## config.mk

```make
export PLATFORM = sky130hd
export DESIGN_NAME = bdd_preimage_search
export DESIGN_NICKNAME = d
export VERILOG_FILES = /design/src/rtl/bdd_search_pkg.sv /design/src/rtl/bdd_search_cmp.sv /design/src/rtl/bdd_preimage_search.sv
export SDC_FILE = /design/constraint.sdc
export NUM_CORES = 1
export LEC_CHECK = 0
export ABC_AREA = 1
export CAP_MARGIN = 5
export CORE_UTILIZATION = 54
export CTS_BUF_LIST = sky130_fd_sc_hd__clkbuf_8
export CTS_CLUSTER_DIAMETER = 120
export DETAILED_ROUTE_END_ITERATION = 8
export PLACE_DENSITY = 0.84
export SYNTH_ARGS = -nofsm -noshare
export SYNTH_HDL_FRONTEND = slang
export SYNTH_SLANG_ARGS = --single-unit
```

## constraint.sdc

```tcl
create_clock -name clk -period 3.3 [get_ports clk]
set_clock_uncertainty 0.2 [all_clocks]
set_input_delay 0.33 -clock clk [delete_from_list [all_inputs] [get_ports clk]]
set_output_delay 0.33 -clock clk [all_outputs]
set_load 0.005 [all_outputs]
```

## src/rtl/bdd_search_pkg.sv

```systemverilog
// Shared definitions for the BDD preimage search blocks.
//   state_e    : search controller states
//   DEF_IN_W   : default input width of the generated BDD function family
//   DEF_OUT_W  : default output width of the generated BDD function family
//   cnt_w()    : width of a counter able to hold 2^in_w hits
package bdd_search_pkg;

  typedef enum logic [1:0] {
    IDLE = 2'd0,
    SCAN = 2'd1,
    HOLD = 2'd2,
    DONE = 2'd3
  } state_e;

  localparam int DEF_IN_W  = 12;
  localparam int DEF_OUT_W = 9;

  // One extra bit so that "every candidate matched" (2^in_w) is representable.
  function automatic int cnt_w(input int in_w);
    return in_w + 1;
  endfunction

endpackage

```

## src/rtl/bdd_search_cmp.sv

```systemverilog
// Masked output comparator.
// A response matches when every bit selected by the mask equals the target.
//   value_i  : function response under test
//   target_i : required pattern
//   mask_i   : 1 = bit compared, 0 = don't care
//   match_o  : high when all compared bits agree (purely combinational)
module bdd_search_cmp #(
  parameter int W = 9
) (
  input  logic [W-1:0] value_i,
  input  logic [W-1:0] target_i,
  input  logic [W-1:0] mask_i,
  output logic         match_o
);

  assign match_o = ((value_i ^ target_i) & mask_i) == '0;

endmodule

```

## src/rtl/bdd_preimage_search.sv

```systemverilog
// Exhaustive preimage search over an attached combinational function.
// A request latches a target pattern and care mask; the block then walks
// every candidate input 0 .. 2^IN_W-1 through the function and streams each
// matching candidate over a valid/ready port, then pulses done with the hit
// count.
//   clk, rst          : clock, asynchronous active-high reset
//   req_valid/ready   : request handshake (ready only while idle)
//   req_target/mask   : pattern to match and care mask
//   abort             : end the running search early
//   fn_i / fn_o       : candidate to the function / its same-cycle response
//   hit_valid/ready   : hit stream handshake
//   hit_data/last     : matching candidate, flag for the all-ones candidate
//   done              : one-cycle end-of-search pulse
//   done_count        : hits in the finished search (valid with done)
//   done_aborted      : search ended by abort (valid with done)
module bdd_preimage_search
  import bdd_search_pkg::*;
#(
  parameter int IN_W  = DEF_IN_W,
  parameter int OUT_W = DEF_OUT_W,
  parameter int CNT_W = cnt_w(IN_W)
) (
  input  logic             clk,
  input  logic             rst,
  input  logic             req_valid,
  output logic             req_ready,
  input  logic [OUT_W-1:0] req_target,
  input  logic [OUT_W-1:0] req_mask,
  input  logic             abort,
  output logic [IN_W-1:0]  fn_i,
  input  logic [OUT_W-1:0] fn_o,
  output logic             hit_valid,
  input  logic             hit_ready,
  output logic [IN_W-1:0]  hit_data,
  output logic             hit_last,
  output logic             done,
  output logic [CNT_W-1:0] done_count,
  output logic             done_aborted
);

  state_e             state_q;
  logic [IN_W-1:0]    cand_q;
  logic [OUT_W-1:0]   target_q;
  logic [OUT_W-1:0]   mask_q;
  logic [CNT_W-1:0]   hits_q;
  logic               hit_valid_q;
  logic [IN_W-1:0]    hit_data_q;
  logic               hit_last_q;
  logic               done_q;
  logic [CNT_W-1:0]   done_count_q;
  logic               done_aborted_q;

  logic               match;
  logic               cand_is_last;
  logic [IN_W-1:0]    cand_inc_d;
  logic [CNT_W-1:0]   hits_inc_d;

  bdd_search_cmp #(
    .W (OUT_W)
  ) u_cmp (
    .value_i  (fn_o),
    .target_i (target_q),
    .mask_i   (mask_q),
    .match_o  (match)
  );

  // End of space is detected on the current candidate, so cand never wraps.
  assign cand_is_last = &cand_q;
  assign cand_inc_d   = cand_q + IN_W'(1);
  assign hits_inc_d   = hits_q + CNT_W'(1);

  // The function sees 0 while idle and the live candidate otherwise; in HOLD
  // this keeps the function input equal to the pending hit.
  assign fn_i      = (state_q == IDLE) ? '0 : cand_q;
  assign req_ready = (state_q == IDLE);

  assign hit_valid    = hit_valid_q;
  assign hit_data     = hit_data_q;
  assign hit_last     = hit_last_q;
  assign done         = done_q;
  assign done_count   = done_count_q;
  assign done_aborted = done_aborted_q;

  always_ff @(posedge clk or posedge rst) begin
    if (rst) begin
      state_q        <= IDLE;
      cand_q         <= '0;
      target_q       <= '0;
      mask_q         <= '0;
      hits_q         <= '0;
      hit_valid_q    <= 1'b0;
      hit_data_q     <= '0;
      hit_last_q     <= 1'b0;
      done_q         <= 1'b0;
      done_count_q   <= '0;
      done_aborted_q <= 1'b0;
    end else begin
      done_q <= 1'b0;
      case (state_q)
        IDLE: begin
          if (req_valid) begin
            target_q <= req_target;
            mask_q   <= req_mask;
            cand_q   <= '0;
            hits_q   <= '0;
            state_q  <= SCAN;
          end
        end

        SCAN: begin
          // abort outranks a match in the same cycle: the match is not taken.
          if (abort) begin
            done_q         <= 1'b1;
            done_count_q   <= hits_q;
            done_aborted_q <= 1'b1;
            state_q        <= DONE;
          end else if (match) begin
            hit_data_q  <= cand_q;
            hit_last_q  <= cand_is_last;
            hit_valid_q <= 1'b1;
            hits_q      <= hits_inc_d;
            state_q     <= HOLD;
          end else if (cand_is_last) begin
            done_q         <= 1'b1;
            done_count_q   <= hits_q;
            done_aborted_q <= 1'b0;
            state_q        <= DONE;
          end else begin
            cand_q <= cand_inc_d;
          end
        end

        HOLD: begin
          // abort drops the pending hit even if it is being accepted now.
          if (abort) begin
            hit_valid_q    <= 1'b0;
            done_q         <= 1'b1;
            done_count_q   <= hits_q;
            done_aborted_q <= 1'b1;
            state_q        <= DONE;
          end else if (hit_valid_q && hit_ready) begin
            hit_valid_q <= 1'b0;
            if (hit_last_q) begin
              done_q         <= 1'b1;
              done_count_q   <= hits_q;
              done_aborted_q <= 1'b0;
              state_q        <= DONE;
            end else begin
              cand_q  <= cand_inc_d;
              state_q <= SCAN;
            end
          end
        end

        DONE: begin
          state_q <= IDLE;
        end

        default: begin
          state_q <= IDLE;
        end
      endcase
    end
  end

endmodule
```

==> out/qor.txt <==
status -> complete, no violations
CTS Root Cell -> clkbuf_8
# hold bufs at CTS -> 0
CTS max path bufs -> 2
worst skew pair latency -> 0.34 ns
Synth Area per Inst -> 7.848 µm²
register area -> 1852 µm²
Die ar. -> 7448 µm²
Routed Antenna Nets -> 0
Slew HR -> 0.6485
Synth area leader -> dfrtp_1
Mapped Area -> 3837 µm²
# resized after CTS -> 0
worst slew pin tran -> 0.5265 ns
Overflow after GRT -> 0
io pins -> 74
Vias/cell -> 5.247
# fillers -> 536
leak pwr -> 0.002358 µW
mean routed wirelength per cell -> 13.54 µm
multi-input logic area -> 1734 µm²
TritonCTS Buffers -> 9
crit path capture type -> flop
NumNets Final -> 600
clock period minus worst slack -> 2.719 ns
IO buf count -> 73
H-tree lvl count -> 3
CP arrival -> 2.73 ns
residual DRC count -> 0
max_cap viols -> 0
initial core utilization -> 0.5617
f_max -> 367.8 MHz
# setup viols final -> 0
Fin. Hold Viols -> 0
WL final -> 8.979 mm
critical path startpoint category -> flop
Max VDD drop -> 0.5379 mV
synthesized instance count -> 489
first-pass GRT wire length -> 15.70 mm
Pins Over Slew Limit -> 0
Clock Sink Count -> 74
Rows -> 30
initial antenna violation count -> 0
Clock Pin Slew Worst Setup and Hold Paths -> 0.08 ns
vias in the first global route -> 3515
Post-CTS Setup Repair Bufs -> 0
Setup CP Type -> flop to flop
Hold Crit Class -> input port to asynchronous set/reset pin
layout cell share with drive strength beyond 1 -> 0.07760
DR pass1 iterations -> 4
synth unique cells -> 29
die outline width -> 86.30 µm
top cells by area, synth -> dfrtp_1, nand2_1, nand3_1
largest net degree at the start of global routing -> 41
Tcrit/Tclk final -> 0.8238
die height -> 86.30 µm
Vias -> 3479
Post-Syn Nets -> 527
Core Area -> 6832 µm²
DRT iter0 DRCs -> 216
worst path required time -> 3.32 ns
sequential fraction of the synthesis area -> 0.4826
post-DP HPWL -> 6.391 mm
Layout area overhead -> 28.24%
unrepaired setup endpoints after global routing -> false
synthesis warning total -> 0
GR Util All Layers -> 0.2675
Cell Pwr Density -> 744.8 nW/µm²
gp weighted congestion -> 0.9215
crit-path max FO -> 14
setup TNS -> 0 ns
TritonCTS clock tree -> done
final core occ -> 0.7203
share of the synthesized area in the top cell type -> 0.4826
Yosys reg bits -> 74
# diodes -> 0
## state kept, by name (all words and copies together) (netlist names)
name	cells
state_q	2
target_q	9
done	1
cand_q	12
hit_valid	1
hit_last	1
done_count	13
mask_q	9
done_aborted	1
hits_q	13
hit_data	12
## routing by layer
metal  routed length, µm  vias to the layer above  track usage  share of wire
li1                    -                     1697            -              -
met5                   0                        -            0              0
met4                 106                        0       0.1182          0.012
met2                4635                       98       0.4661           0.52
met1                3853                     1672       0.3283           0.43
met3                 383                       12      0.04381          0.043
## report_power, final
part	switching, µW	internal, µW
Clock	326	596
Combinational	836	583
Sequential	174	1150
## cells in the final DEF (no fill, tap or decap), drive strengths merged
cell           instances
buf                    7
ha                     6
a31oi                  2
bufinv                 4
mux2                  12
nand3b                 4
a21boi                 1
clkinv                 1
or2                    3
nor3b                  3
nor4                   1
inv                   45
clkbuf                10
nand2                162
dfrtp                 74
nor2                  53
clkdlybuf4s50         73
nand4                  6
a211oi                 1
o21ai                 26
a21oi                  8
nand3                 41
xor2                  13
nor3                  11
## stage by stage
step                setup WS, ns  instance area, µm²  power, µW  cells  hold slack [ns]
finish                    0.5813                4921       3665    663           0.1454
CTS                       0.5904                4921       3669    663           0.1496
detailed placement        0.6298                4654       2731    647           0.2577
global route              0.2711                4921       3903    663           0.1981
global placement          0.7940                4654       2670    647           0.2557
floorplan                 0.8884                3837       2238    489           0.2419
## area by class of cell
type	count	share of cell area
multi-input cells	353	0.3524
inverters	44	0.03356
repair buffers	80	0.1592
flip-flops and latches	74	0.3763
well taps	96	0.02441
clock buffers	10	0.02797
clock inverters	6	0.02619
## Yosys cell counts
master    instances
nand2_1         161
dfrtp_1          74
nor2_1           53
inv_1            40
nand3_1          40
o21ai_0          23
xor2_1           13
mux2_2           12
clkbuf_1         10
nor3_1            9
a21oi_1           8
buf_2             6
ha_1              6
nand4_1           6
inv_2             4
nand3b_1          4
nor3b_1           3
o21ai_1           3
a31oi_1           2
nor3_4            2
or2_1             2
a211oi_1          1
a21boi_0          1
buf_4             1
buf_6             1
nand2_2           1
nand3_2           1
nor4_1            1
or2_2             1
## final timing paths
kind	slack (ns)	to	cells past startpoint	start
worst max-delay path	0.58	done_aborted	9	state_q[1]
worst min-delay path	0.15	hits_q[9]	2	rst
worst max register to register	0.58	done_aborted	9	state_q[1]
worst min register to register	0.27	done_count[0]	2	done_count[0]
max in group asynchronous	2.01	mask_q[0]	3	rst
min in group clk	0.27	done_count[0]	2	done_count[0]
## worst max-delay path, cell delays in order, from the launching register on
cell and delay (ns):
dfrtp_1 0.41, inv_1 0.15, ha_1 0.38, inv_1 0.27
nand2_1 0.16, nand2_1 0.11, nor3_4 0.45, nand2_2 0.28
nand2_1 0.13, nand2_1 0.06
## kinds of logic (layout without fill, tap and decap cells)
group,Yosys count,in the layout,share of synthesized area
AOI/OAI and AO/OA,38,38,0.05152
xor gates and xnor gates,13,13,0.02967
adders and majority gates,6,6,0.01956
buffers and inverters,62,140,0.06554
DFF,74,74,0.4826
muxes,12,12,0.03521
and+or+nand+nor,284,284,0.3159
No activity file was read; power rests on OpenSTA's default activity.
